**src/rtl/ps2_key_encoder.sv**
```systemverilog
// ps2_key_encoder
// Receives device-to-host PS/2 keyboard frames and turns each completed
// make/break event into an 11-bit toggle-event word for key decoders.
//
// Ports:
//   clk          system clock
//   reset_n      asynchronous active-low reset
//   ps2_clk      raw PS/2 clock line (asynchronous)
//   ps2_data     raw PS/2 data line (asynchronous)
//   ps2_key      [10] toggle, [9] pressed, [8] extended, [7:0] scan code
//   byte_strobe  one-cycle pulse per valid received byte
//   byte_data    last valid received byte, held between strobes
//   frame_err    one-cycle pulse on parity or stop-bit error
//
// Frame FSM states:
//   state    | meaning
//   S_IDLE   | waiting for a start bit (data=0 on a falling edge)
//   S_DATA   | shifting in 8 data bits, LSB first
//   S_PARITY | capturing the parity bit
//   S_STOP   | checking stop bit and odd parity, then strobe or error

module ps2_key_encoder #(
    parameter int FILTER_LEN = 8,
    parameter int TIMEOUT    = 4800
) (
    input  logic        clk,
    input  logic        reset_n,
    input  logic        ps2_clk,
    input  logic        ps2_data,
    output logic [10:0] ps2_key,
    output logic        byte_strobe,
    output logic [7:0]  byte_data,
    output logic        frame_err
);

    localparam int FW = $clog2(FILTER_LEN + 1);
    localparam int TW = $clog2(TIMEOUT + 1);

    typedef enum logic [1:0] {
        S_IDLE   = 2'd0,
        S_DATA   = 2'd1,
        S_PARITY = 2'd2,
        S_STOP   = 2'd3
    } state_t;

    logic          clk_meta, clk_sync;
    logic          data_meta, data_sync;
    logic          clk_filt;
    logic [FW-1:0] filt_cnt;
    logic          fall;
    logic [TW-1:0] tmo_cnt;
    logic          timeout;

    state_t        state, state_nxt;
    logic [2:0]    bit_cnt, bit_cnt_nxt;
    logic [7:0]    shift, shift_nxt;
    logic          par_bit, par_nxt;
    logic          strobe_nxt, err_nxt;
    logic [7:0]    data_nxt;

    logic          ext, brk;
    logic [2:0]    skip_cnt;
    logic          is_resp;

    // Synchronizers and clock glitch filter. The filtered clock only moves
    // after FILTER_LEN consecutive synchronized samples disagree with it;
    // fall is a registered one-cycle pulse on each filtered 1->0 change.
    always_ff @(posedge clk or negedge reset_n) begin
        if (!reset_n) begin
            clk_meta  <= 1'b1;
            clk_sync  <= 1'b1;
            data_meta <= 1'b1;
            data_sync <= 1'b1;
            clk_filt  <= 1'b1;
            filt_cnt  <= '0;
            fall      <= 1'b0;
        end else begin
            clk_meta  <= ps2_clk;
            clk_sync  <= clk_meta;
            data_meta <= ps2_data;
            data_sync <= data_meta;
            fall      <= 1'b0;
            if (clk_sync == clk_filt) begin
                filt_cnt <= '0;
            end else if (filt_cnt == FW'(FILTER_LEN - 1)) begin
                clk_filt <= clk_sync;
                filt_cnt <= '0;
                fall     <= ~clk_sync;
            end else begin
                filt_cnt <= filt_cnt + FW'(1);
            end
        end
    end

    // Cycles since the last falling edge; saturates so an idle bus never wraps.
    always_ff @(posedge clk or negedge reset_n) begin
        if (!reset_n) begin
            tmo_cnt <= '0;
        end else if (fall) begin
            tmo_cnt <= '0;
        end else if (tmo_cnt != TW'(TIMEOUT)) begin
            tmo_cnt <= tmo_cnt + TW'(1);
        end
    end

    assign timeout = (state != S_IDLE) && (tmo_cnt == TW'(TIMEOUT));

    always_ff @(posedge clk or negedge reset_n) begin
        if (!reset_n) begin
            state       <= S_IDLE;
            bit_cnt     <= '0;
            shift       <= '0;
            par_bit     <= 1'b0;
            byte_strobe <= 1'b0;
            frame_err   <= 1'b0;
            byte_data   <= '0;
        end else begin
            state       <= state_nxt;
            bit_cnt     <= bit_cnt_nxt;
            shift       <= shift_nxt;
            par_bit     <= par_nxt;
            byte_strobe <= strobe_nxt;
            frame_err   <= err_nxt;
            byte_data   <= data_nxt;
        end
    end

    always_comb begin
        state_nxt   = state;
        bit_cnt_nxt = bit_cnt;
        shift_nxt   = shift;
        par_nxt     = par_bit;
        strobe_nxt  = 1'b0;
        err_nxt     = 1'b0;
        data_nxt    = byte_data;
        if (timeout) begin
            // Abandoned partial frame: silently resynchronize.
            state_nxt   = S_IDLE;
            bit_cnt_nxt = '0;
            shift_nxt   = '0;
        end else if (fall) begin
            case (state)
                S_IDLE: begin
                    if (!data_sync) begin
                        state_nxt   = S_DATA;
                        bit_cnt_nxt = '0;
                    end
                end
                S_DATA: begin
                    shift_nxt[bit_cnt] = data_sync;
                    if (bit_cnt == 3'd7) begin
                        state_nxt = S_PARITY;
                    end else begin
                        bit_cnt_nxt = bit_cnt + 3'd1;
                    end
                end
                S_PARITY: begin
                    par_nxt   = data_sync;
                    state_nxt = S_STOP;
                end
                S_STOP: begin
                    if (data_sync && ((^shift) ^ par_bit)) begin
                        strobe_nxt = 1'b1;
                        data_nxt   = shift;
                    end else begin
                        err_nxt = 1'b1;
                    end
                    state_nxt = S_IDLE;
                end
                default: state_nxt = S_IDLE;
            endcase
        end
    end

    // Device responses are only meaningful when no prefix is pending.
    assign is_resp = byte_data inside {8'h00, 8'hAA, 8'hEE, 8'hFA, 8'hFE, 8'hFF};

    // Event decoder. A framing error drops any pending prefix and the Pause
    // skip so a damaged multi-byte sequence cannot leak into the next event.
    always_ff @(posedge clk or negedge reset_n) begin
        if (!reset_n) begin
            ps2_key  <= '0;
            ext      <= 1'b0;
            brk      <= 1'b0;
            skip_cnt <= '0;
        end else if (frame_err) begin
            ext      <= 1'b0;
            brk      <= 1'b0;
            skip_cnt <= '0;
        end else if (byte_strobe) begin
            if (skip_cnt != 3'd0) begin
                skip_cnt <= skip_cnt - 3'd1;
            end else if (byte_data == 8'hE1) begin
                // Pause: report once as code 0x77 and swallow the other 7 bytes.
                skip_cnt <= 3'd7;
                ps2_key  <= {~ps2_key[10], 1'b1, 1'b0, 8'h77};
                ext      <= 1'b0;
                brk      <= 1'b0;
            end else if (byte_data == 8'hE0) begin
                ext <= 1'b1;
            end else if (byte_data == 8'hF0) begin
                brk <= 1'b1;
            end else if (!ext && !brk && is_resp) begin
                ps2_key <= ps2_key;
            end else begin
                ps2_key <= {~ps2_key[10], ~brk, ext, byte_data};
                ext     <= 1'b0;
                brk     <= 1'b0;
            end
        end
    end

endmodule

```
**config.mk**
```make
export PLATFORM = sky130hd
export DESIGN_NAME = ps2_key_encoder
export DESIGN_NICKNAME = d
export VERILOG_FILES = /design/src/rtl/ps2_key_encoder.sv
export SDC_FILE = /design/constraint.sdc
export NUM_CORES = 1
export LEC_CHECK = 0
export ABC_AREA = 1
export BUFFER_PORTS_ARGS = -buffer_cell sky130_fd_sc_hd__buf_2
export CORE_ASPECT_RATIO = 1.25
export CORE_MARGIN = 4
export CORE_UTILIZATION = 50
export DETAILED_ROUTE_END_ITERATION = 6
export PLACE_DENSITY_LB_ADDON = 0.3
export SYNTH_ARGS = -nofsm -noshare
export SYNTH_HDL_FRONTEND = slang
export SYNTH_SLANG_ARGS = --single-unit
```
**constraint.sdc**
```tcl
create_clock -name clk -period 1.9 [get_ports clk]
set_input_delay 0.095 -clock clk [delete_from_list [all_inputs] [get_ports clk]]
set_output_delay 0.095 -clock clk [all_outputs]
set_load 0.005 [all_outputs]
```
Yosys cells after proc, flatten, opt, wreduce, memory -nomap -nowiden
Cells that the tools add are included.

$add $sub $neg: 4. Magnitude comparators: 2. Equality and inequality tests: 27. Muxes and demuxes: 51. Bitwise logic cells: 8. Reductions and logical operators: 29.

Operator list (number): 8-bit equality test, second input constant (8); 11-bit 2-to-1 mux (4); 13-bit 2-to-1 mux (2); 1-bit 2-to-1 mux (24); 3-bit 2-to-1 mux (8); 8-bit 2-to-1 mux (3); 4-bit AND reduction (4); 13-bit by 1-bit adder with 13-bit output, second input constant (1); 13-bit equality test, second input constant (1); 13-bit inequality test, second input constant (1); 3-bit inequality test, second input constant (4); 4-bit inequality test, second input constant (3); 2-bit nonzero test (5); 3-bit nonzero test (3); 8-bit bitwise mux (1); 8-bit zero test (1); 2-bit 2-to-1 mux (4); 4-bit 2-to-1 mux (2); 2-bit inequality test, second input constant (4); 2-bit case mux with 4 select lines (1); 8-bit XOR reduction (1); 1-bit NOT (7); 3-bit case mux with 2 select lines (1); 2-bit AND reduction (3); 18 further kinds (25).

Register bits after elaboration: 63. Input port bits: 4. Output and inout bits: 21. Word-level logic and storage cells: 140.

Longest topological paths before layout
Gate-level depths: netlist of run 1.

Depth after elaboration: 10. Mapped depth: 13. Depth with buffers taken out: 13.

Worst setup path before layout of run 1
No wires, ideal clock.

Kind: register -> register. Start point: register tmo_cnt[0]. End point: register shift[0]. Setup time: 116 ps. Arrival time: 1520 ps. Required time: 1784 ps. Slack: 263 ps. Stages on the path, launching flop included: 14. Path buffers: 1. Period minus slack after synthesis: 1637 ps. Cell sequence: dfrtp_1 > inv_1 > ha_1 > nand2_1 > inv_1 > nand2_1 > nor2_2 > nand3_4 > nand2_2 > inv_2 > and3_1 > buf_6 > nand2_1 > nand2_1.

Word-level cells in the longest chain between the ends: 4. Elaborated cells on any way between the ends: 6. Classes of those cells: eq/ne: 1; mux: 1; reduce/logical: 4.

Ends and longest elaborated chain: start: declaration (line 51) `logic [TW-1:0] tmo_cnt;`; start signal: assignment (line 102) `tmo_cnt <= tmo_cnt + TW'(1);`; 13-bit equality test * (line 106) `assign timeout = (state != S_IDLE) && (tmo_cnt == TW'(TIMEOUT));`; 1-bit logical AND * (line 106); 2-bit nonzero test (no line); 2-bit AND reduction (no line); end signal: assignment (line 120) `shift <= shift_nxt;`; end: declaration (line 56) `logic [7:0] shift, shift_nxt;`.

Mark *: on every way between the ends. The rest lies on a longest branch, timed or not. A chain may end at the register's enable or synchronous reset.

Worst setup path in the final report of run 1
Same ends and word-level chain as after synthesis.

==> results.md, run 1 <==
* Aggregate routed wire length at 6320 µm
* Count of standard-cell rows at 33
* Final GP Congestion at 0.854
* Congestion Overflow GR at 0
* Share of layout cells above drive strength 1 at 0.197
* Fin nets at 479
* Number of top-level design ports at 25
* Arrival time reported for the critical path endpoint at 1970 ps
* Remaining DRCs at 0
* Leakage power of the design at 2.04 nW
* Synth unique cells at 38
* Port Buf Inserts at 24
* Areal power density over the cells at 779 nW/µm²
* Met3 routed WL at 260 µm
* Type of origin of the critical path: register
* M1 WL at 2730 µm
* TritonCTS clock tree: yes
* Count of endpoints failing hold in the final timing report at 0
* Cts bufs inserted at 9
* Warning count from the yosys run at 0
* Cell family with most CP delay: simple AND/OR/NAND/NOR gates
* Total nets after synthesis at 434
* Worst-path clk slew at 70 ps
* Die span in x at 82.4 µm
* Worst Hold Class: in -> async
* Fillers at 571
* Initial standard-cell utilization of the core at 0.520
* Vias after detailed routing at 2784
* Cell area after placement at 3690 µm²
* Async set-reset flop share out of synthesis at 1.00
* First-iteration detailed-routing DRC count at 119
* Most repeated cell in the gate-level netlist after synthesis: nand2_1
* Top Layer Used: met4
* Met2 wire length at 3300 µm
* Synthesized area divided by synthesized cell count at 8.27 µm²
* Area Growth Syn to Fin at 15.5%
* Final worst path period share at 0.921
* Number of failing setup endpoints in the final timing report at 0
* Part of the Yosys area used for sequential elements at 0.458
* Worst stage delay on the critical path at 410 ps
* Crit path buf inv count at 3
* DPL Wire Length at 4700 µm
* Cell repeated most along the worst path: nand2_1
* Post-route ant nets at 0
* TritonCTS Sinks at 63
* Antenna violations before repair at 0
* Most numerous cell types in the synthesized netlist: nand2_1, dfrtp_1, inv_1
* CP required at 2120 ps
* Post-Layout Inst Area at 3990 µm²
* Vias in the first global route at 2677
* Flops & latches, synth at 63
* Critical path, cell by cell: inv_1 > ha_1 > nand2_1 > inv_1 > nand2_1 > nor2_4 > nand3_4 > nand2_4 > inv_2 > and3_2 > nand2_1 > nand2_1
* Setup TNS at 0 ps
* Clock tree root buffer cell: clkbuf_8
* # diodes at 0
* Standard cell core area at 6650 µm²
* Area share of the largest cell type after synthesis at 0.420
* Biggest area consumer among synthesized cells: dfrtp_1
* Final-report max-slew violation count at 0
* Post-synth EDFFs at 0
* Critical path class: reg -> reg
* Worst vdd rail ir drop at 0.340 mV
* Ranking of synthesized cells by area: dfrtp_1, nand2_1, inv_1, ha_1, dfstp_2
* Global-route total usage across every layer at 0.173
* Worst path slowest cell: dfrtp_1
* Post-synthesis instance total at 418
* Worst Skew at 9.72 ps
* Vias per std cell at 5.02
* First-pass iteration count of the detailed router at 4
* Cell area after synthesis at 3460 µm²
* First-pass GRT wire length at 11300 µm
* Overall die area at 8310 µm²
* Clock Latency Late Sink at 330 ps
* Total area of multi-input combinational cells at 1650 µm²
* Slew at the pin closest to its max-slew limit at 592 ps
* Instance count on the critical path at 12
* Highest attainable clock frequency at 572 MHz
* Run status: complete, no violations
* Average routed wire per standard cell at 11.4 µm
* Max H-tree Level at 3
* Maximum number of pins on one net before global-route repair at 39
* Minimum clock period after layout at 1750 ps
* Register Area at 1580 µm²
* Maximum fanout count along the critical path at 8
* Critical Path Sink Type: register
* Chip Height at 101 µm
* Longest Clk Path Bufs at 2
* Slew margin rel. at 0.605
* Commonest register cell after synthesis: dfrtp_1
* Number of max-cap violations at 0
* R2R depth at 12
==> sequential cells by signal, indices dropped and copies added (netlist names) <==
register / cells
bit_cnt: 3
brk: 1
byte_data: 8
byte_strobe: 1
clk_filt: 1
clk_meta: 1
clk_sync: 1
data_meta: 1
data_sync: 1
ext: 1
fall: 1
filt_cnt: 4
frame_err: 1
par_bit: 1
ps2_key: 11
shift: 8
skip_cnt: 3
state: 2
tmo_cnt: 13
==> through the flow <==
step	utilization	power [W]	instances	hold slack (ps)	setup slack, ps
after floorplan	-	0.00182	418	-201	263
after global placement	0.555	0.00192	531	128	173
after detailed placement	0.555	0.00193	531	133	93.2
after CTS	0.591	0.00313	550	299	76.0
after global routing	0.600	0.00332	555	339	-19.7
final	0.600	0.00311	555	291	150
==> kinds of logic after synthesis <==
group	share of synthesized area
and+or+nand+nor	0.304
AOI/OAI and AO/OA	0.103
adders and majority gates	0.0434
DFF	0.458
xor gates and xnor gates	0.0203
buffers and inverters	0.0713
==> worst paths after layout <==
path                       startpoint          end  slack, ps
hold / removal                reset_n  filt_cnt[0]        290
hold reg to reg              clk_meta     clk_sync        360
max in group asynchronous     reset_n     shift[6]       1000
setup reg to reg           tmo_cnt[0]     shift[0]        150
min in group clk             clk_meta     clk_sync        360
setup / recovery           tmo_cnt[0]     shift[0]        150
==> report_power, final <==
| part | total, W | internal [W] | switching, W |
|---|---|---|---|
| Sequential | 0.00156 | 0.00146 | 0.0000969 |
| Clock | 0.00118 | 0.000645 | 0.000534 |
| Combinational | 0.000374 | 0.000154 | 0.000220 |
==> timing repair <==
action	in CTS	in global routing
endpoints found under the setup margin	0	22
resized for setup	0	5
hold buffers	3	0
endpoints found under the hold margin	22	0
buffers inserted	0	5
==> layer usage <==
layer  track usage  up-vias
met1         0.205     1299
li1              -     1446
met2         0.291       37
met4        0.0767        0
met3        0.0411        2
met5             0        -
==> cells in the final DEF, fill, tap and decap left out, drive strengths merged <==
master,synthesis,routed
xor2,4,4
o21ai,26,26
dfstp,5,5
xnor2,4,4
and3,1,1
clkinvlp,0,4
buf,3,34
nand2,137,137
o31ai,1,1
a22oi,1,1
nand3b,1,1
nand3,24,24
o211ai,9,9
a21oi,19,19
nand4,10,10
inv,52,53
dfrtp,58,58
clkinv,2,2
nor3,16,16
nor2,29,29
ha,12,12
dlygate4sd3,0,3
nor3b,2,2
a31oi,1,1
clkbuf,0,10
bufinv,0,1
or2,1,1
==> final cells by class <==
cell class	count	area share
Tap cell	87	0.0273
Sequential cell	63	0.397
Clock inverter	6	0.0172
Multi-Input combinational cell	298	0.414
Clock buffer	10	0.0345
Inverter	54	0.0511
Timing Repair Buffer	37	0.0596
Note: power is estimated with default switching activity, not from simulation.
==> run 2: changes to the inputs <==
- RECOVER_POWER: unset -> 100
==> results.md, run 2 (same netlist as run 1, synthesis figures left out) <==
* Clock tree root buffer cell: clkbuf_8
* Overall die area at 8310 µm²
* Crit path buf inv count at 3
* Vias after detailed routing at 2786
* Cell family with most CP delay: simple AND/OR/NAND/NOR gates
* Global-route total usage across every layer at 0.173
* Max H-tree Level at 3
* Internal portion of total power at 0.00226 W
* Worst vdd rail ir drop at 0.339 mV
* Worst Skew at 9.56 ps
* Cts bufs inserted at 9
* Switching fraction of total power at 0.273
* Register with the most flip-flops: tmo_cnt
* Most frequent cells in the layout: nand2_1, dfrtp_1, inv_1
* TritonCTS clock tree: yes
* Aggregate routed wire length at 6330 µm
* Total area of multi-input combinational cells at 1650 µm²
* TritonCTS Sinks at 63
* Count of endpoints failing hold in the final timing report at 0
* Run status: complete, no violations
* Maximum number of pins on one net before global-route repair at 39
* Count of standard-cell rows at 33
* Vias per std cell at 5.02
* Maximum fanout count along the critical path at 8
* Cell repeated most along the worst path: nand2_1
* Areal power density over the cells at 784 nW/µm²
* Launch instance of the worst register-to-register path: tmo_cnt[0]
* Minimum clock period after layout at 1750 ps
* Final worst path period share at 0.920
* Proportion of power drawn by combinational gates at 0.120
* Register Area at 1580 µm²
* Share of layout cells above drive strength 1 at 0.152
* Clock Latency Late Sink at 330 ps
* Die span in x at 82.4 µm
* Worst-path clk slew at 70 ps
* Longest Clk Path Bufs at 2
* Chip Height at 101 µm
* Worst path slowest cell: dfrtp_1
* Critical path class: reg -> reg
* Standard cell core area at 6650 µm²
* Sum of internal, switching and leakage power at 0.00311 W
* First-pass GRT wire length at 11300 µm
* Total net switching power at 0.000849 W
* Final GP Congestion at 0.854
* Highest attainable clock frequency at 572 MHz
* First-iteration detailed-routing DRC count at 114
* Critical Path Sink Type: register
* Fin nets at 479
* Commonest non-fill, non-tap cell in the layout: nand2_1
* Number of top-level design ports at 25
* Congestion Overflow GR at 0
* Area Growth Syn to Fin at 14.6%
* # diodes at 0
* Worst stage delay on the critical path at 410 ps
* Vias in the first global route at 2677
* Post-route ant nets at 0
* Antenna violations before repair at 0
* Leakage power of the design at 1.96 nW
* CP required at 2120 ps
* Part of the power in registers at 0.501
* Port Buf Inserts at 24
* DPL Wire Length at 4700 µm
* Average routed wire per standard cell at 11.4 µm
* Fillers at 588
* Number of failing setup endpoints in the final timing report at 0
* CP Launch Point: tmo_cnt[0]
* Type of origin of the critical path: register
* First-pass iteration count of the detailed router at 4
* Worst Hold Class: reg -> reg
* Arrival time reported for the critical path endpoint at 1970 ps
* Final-report max-slew violation count at 0
* Critical path, cell by cell: inv_1 > ha_1 > nand2_1 > inv_1 > nand2_1 > nor2_4 > nand3_4 > nand2_4 > inv_2 > and3_2 > nand2_1 > nand2_1
* Number of max-cap violations at 0
* Worst min-delay path startpoint: data_meta
* Utilization after layout at 0.596
* Slew at the pin closest to its max-slew limit at 1420 ps
* Initial standard-cell utilization of the core at 0.520
* Top flop regs: tmo_cnt (13), ps2_key (11)
* Remaining DRCs at 0
* Number of flip-flops in the largest register at 13
* Slew margin rel. at 0.0561
* Clk pwr share at 0.379
## run 2: cell types whose count changed in the layout (fill, tap and decap cells not counted), sizes merged
cell,delta
buf,-22
clkbuf,+22
## run 2: worst register-to-register path, stage by stage, from the launching register on
cell and delay [ps]:
dfrtp_1 410, inv_1 90, ha_1 140, nand2_1 50, inv_1 50, nand2_1 100, nor2_4 140, nand3_4 140
nand2_4 110, inv_2 40, and3_2 240, nand2_1 80, nand2_1 40
## run 2: repair_timing
| item | in CTS | in global routing |
|---|---|---|
| hold buffers | 3 | 0 |
| endpoints found under the hold margin | 22 | 0 |
| gates resized for setup | 0 | 5 |
| setup endpoints to repair | 0 | 22 |
| setup buffers | 0 | 5 |
## run 2: routing by layer
layer  share of wire  vias up  track usage
li1                -     1447            -
met4          0.0049        0       0.0767
met3           0.042        2       0.0411
met5               0        -            0
met1            0.43     1299        0.205
met2            0.52       38        0.291
## run 2: layout make-up
cell class / count / area share
Multi-Input combinational cell: 298 / 0.417
Sequential cell: 63 / 0.400
Timing Repair Buffer: 37 / 0.0524
Inverter: 54 / 0.0515
Clock buffer: 10 / 0.0347
Tap cell: 87 / 0.0275
Clock inverter: 6 / 0.0174
## run 2: metrics by stage
step	instances	cell area, µm²	setup slack [ps]	hold WS (ps)	TNS (ps)
after floorplan	418	3460	263	-201	0
after global placement	531	3690	173	128	0
after detailed placement	531	3690	93.2	133	0
after CTS	550	3930	76.0	299	0
after global routing	555	3960	-18.6	367	-73.7
final	555	3960	151	361	0
## run 2: power by group through the flow
stage / Sequential (W) / Clock, W / Combinational, W
3_3_place_gp: 0.00158 / 0 / 0.000337
5_1_grt: 0.00158 / 0.00129 / 0.000450
4_1_cts: 0.00156 / 0.00122 / 0.000357
6_report: 0.00156 / 0.00118 / 0.000372
2_1_floorplan: 0.00156 / 0 / 0.000264
3_5_place_dp: 0.00158 / 0 / 0.000355
## run 2: path summary, 6_finish.rpt
kind                                    end  slack [ps]  cells past startpoint
worst max-delay path               shift[0]         150                     12
worst min-delay path              data_sync         360                      0
worst max register to register     shift[0]         150                     12
worst min register to register    data_sync         360                      0
max in group asynchronous          shift[6]         430                      3
min in group asynchronous       filt_cnt[0]         610                      2
==> run 3: changes to the inputs <==
- RECOVER_POWER: 100 -> 25
==> results.md, run 3 (same netlist as run 1, synthesis figures left out) <==
* Global-route total usage across every layer at 0.173
* Leakage power of the design at 2.01 nW
* Share of layout cells above drive strength 1 at 0.179
* Longest Clk Path Bufs at 2
* Average routed wire per standard cell at 11.4 µm
* Hold Path Depth at 0
* Slew margin rel. at 0.0566
* Aggregate routed wire length at 6330 µm
* Most frequent cells in the layout: nand2_1, dfrtp_1, inv_1
* Clock Latency Late Sink at 330 ps
* Number of top-level design ports at 25
* Top flop regs: tmo_cnt (13), ps2_key (11)
* Worst vdd rail ir drop at 0.340 mV
* Placement Setup Slack at 93.2 ps
* Worst Hold Class: reg -> reg
* R2R depth at 12
* Fin nets at 479
* Sum of internal, switching and leakage power at 0.00311 W
* Remaining DRCs at 0
* TritonCTS Sinks at 63
* Port Buf Inserts at 24
* Critical path class: reg -> reg
* Congestion Overflow GR at 0
* Maximum number of pins on one net before global-route repair at 39
* Worst hold slack across all endpoints at 361 ps
* Chip Height at 101 µm
* Worst min-delay path startpoint: data_meta
* Final worst path period share at 0.921
* Max H-tree Level at 3
* DPL Wire Length at 4700 µm
* Worst-path clk slew at 70 ps
* Cell area after placement at 3690 µm²
* Critical Path Sink Type: register
* Final GP Congestion at 0.854
* First-pass iteration count of the detailed router at 4
* Met3 routed WL at 261 µm
* # diodes at 0
* Areal power density over the cells at 781 nW/µm²
* Area Growth Syn to Fin at 15.2%
* Arrival time reported for the critical path endpoint at 1970 ps
* Post-Layout Inst Area at 3980 µm²
* TritonCTS clock tree: yes
* Clock tree root buffer cell: clkbuf_8
* Top Layer Used: met4
* Die span in x at 82.4 µm
* Vias per std cell at 5.02
* Critical register-to-register path endpoint: shift[0]
* CP required at 2120 ps
* M1 WL at 2720 µm
* Maximum fanout count along the critical path at 8
* First-iteration detailed-routing DRC count at 116
* Cts bufs inserted at 9
* Minimum clock period after layout at 1750 ps
* Slew at the pin closest to its max-slew limit at 1420 ps
* Number of max-cap violations at 0
* Minimum setup slack in the final design at 150 ps
* Number of flip-flops in the largest register at 13
* Commonest non-fill, non-tap cell in the layout: nand2_1
* Overall die area at 8310 µm²
* Worst Skew at 9.72 ps
* Setup TNS at 0 ps
* Count of endpoints failing hold in the final timing report at 0
* First-pass GRT wire length at 11300 µm
* Post-route ant nets at 0
* Run status: complete, no violations
* Minimum setup slack among reg-to-reg paths at 150 ps
* Count of standard-cell rows at 33
* Min-Delay Endpoint: data_sync
* Launch instance of the worst register-to-register path: tmo_cnt[0]
* Met2 wire length at 3310 µm
* Type of origin of the critical path: register
* Fillers at 578
* Initial standard-cell utilization of the core at 0.520
* Register with the most flip-flops: tmo_cnt
* Highest attainable clock frequency at 572 MHz
* Vias in the first global route at 2677
* Antenna violations before repair at 0
* Final-report max-slew violation count at 0
* Vias after detailed routing at 2786
* Number of failing setup endpoints in the final timing report at 0
* Standard cell core area at 6650 µm²
## run 3: changes by cell type in the layout (fill, tap and decap cells not counted)
| cell | delta |
|---|---|
| clkbuf_4 | -2 |
| buf_2 | +11 |
| buf_4 | +4 |
| clkbuf_1 | -13 |
## run 3: metrics by stage
stage / utilization / std cells
5_1_grt: 0.599 / 555
3_5_place_dp: 0.555 / 531
4_1_cts: 0.591 / 550
2_1_floorplan: - / 418
6_report: 0.599 / 555
3_3_place_gp: 0.555 / 531
## run 3: worst max path at each step
| stage | startpoint | to | slack, ps | depth (start not counted) |
|---|---|---|---|---|
| finish | tmo_cnt[0] | shift[0] | 150 | 12 |
| global route | tmo_cnt[1] | bit_cnt[0] | -20 | 11 |
| CTS | tmo_cnt[0] | byte_data[6] | 80 | 12 |
| detailed placement | tmo_cnt[0] | byte_data[2] | 90 | 12 |
| global placement | tmo_cnt[0] | byte_data[2] | 170 | 12 |
| floorplan | tmo_cnt[0] | shift[0] | 260 | 13 |
## run 3: layer usage
metal | GRT usage | vias up
met2 | 0.291 | 37
met4 | 0.0767 | 0
met1 | 0.205 | 1301
met5 | 0 | -
met3 | 0.0411 | 2
li1 | - | 1446
## run 3: layout make-up
class | instances | area [µm²] | area share
multi-input cells | 298 | 1650 | 0.415
flip-flops and latches | 63 | 1580 | 0.397
repair buffers | 37 | 229 | 0.0575
inverters | 54 | 204 | 0.0512
clock buffers | 10 | 138 | 0.0346
well taps | 87 | 109 | 0.0273
clock inverters | 6 | 68.8 | 0.0173
## run 3: power by group
group	switching, W	internal, W
sequential	0.0000969	0.00146
combinational	0.000220	0.000154
clock	0.000534	0.000645
## run 3: critical path, stage by stage (launching register included)
cell	delay (ps)
dfrtp_1	410
inv_1	90
ha_1	140
nand2_1	50
inv_1	50
nand2_1	100
nor2_4	140
nand3_4	140
nand2_4	110
inv_2	40
and3_2	240
nand2_1	70
nand2_1	40
## run 3: what timing repair did
| item | 4_1_cts | 5_1_grt |
|---|---|---|
| hold endpoints to repair | 22 | 0 |
| endpoints found under the setup margin | 0 | 22 |
| buffers inserted | 0 | 5 |
| resized for setup | 0 | 5 |
| hold buffers | 3 | 0 |
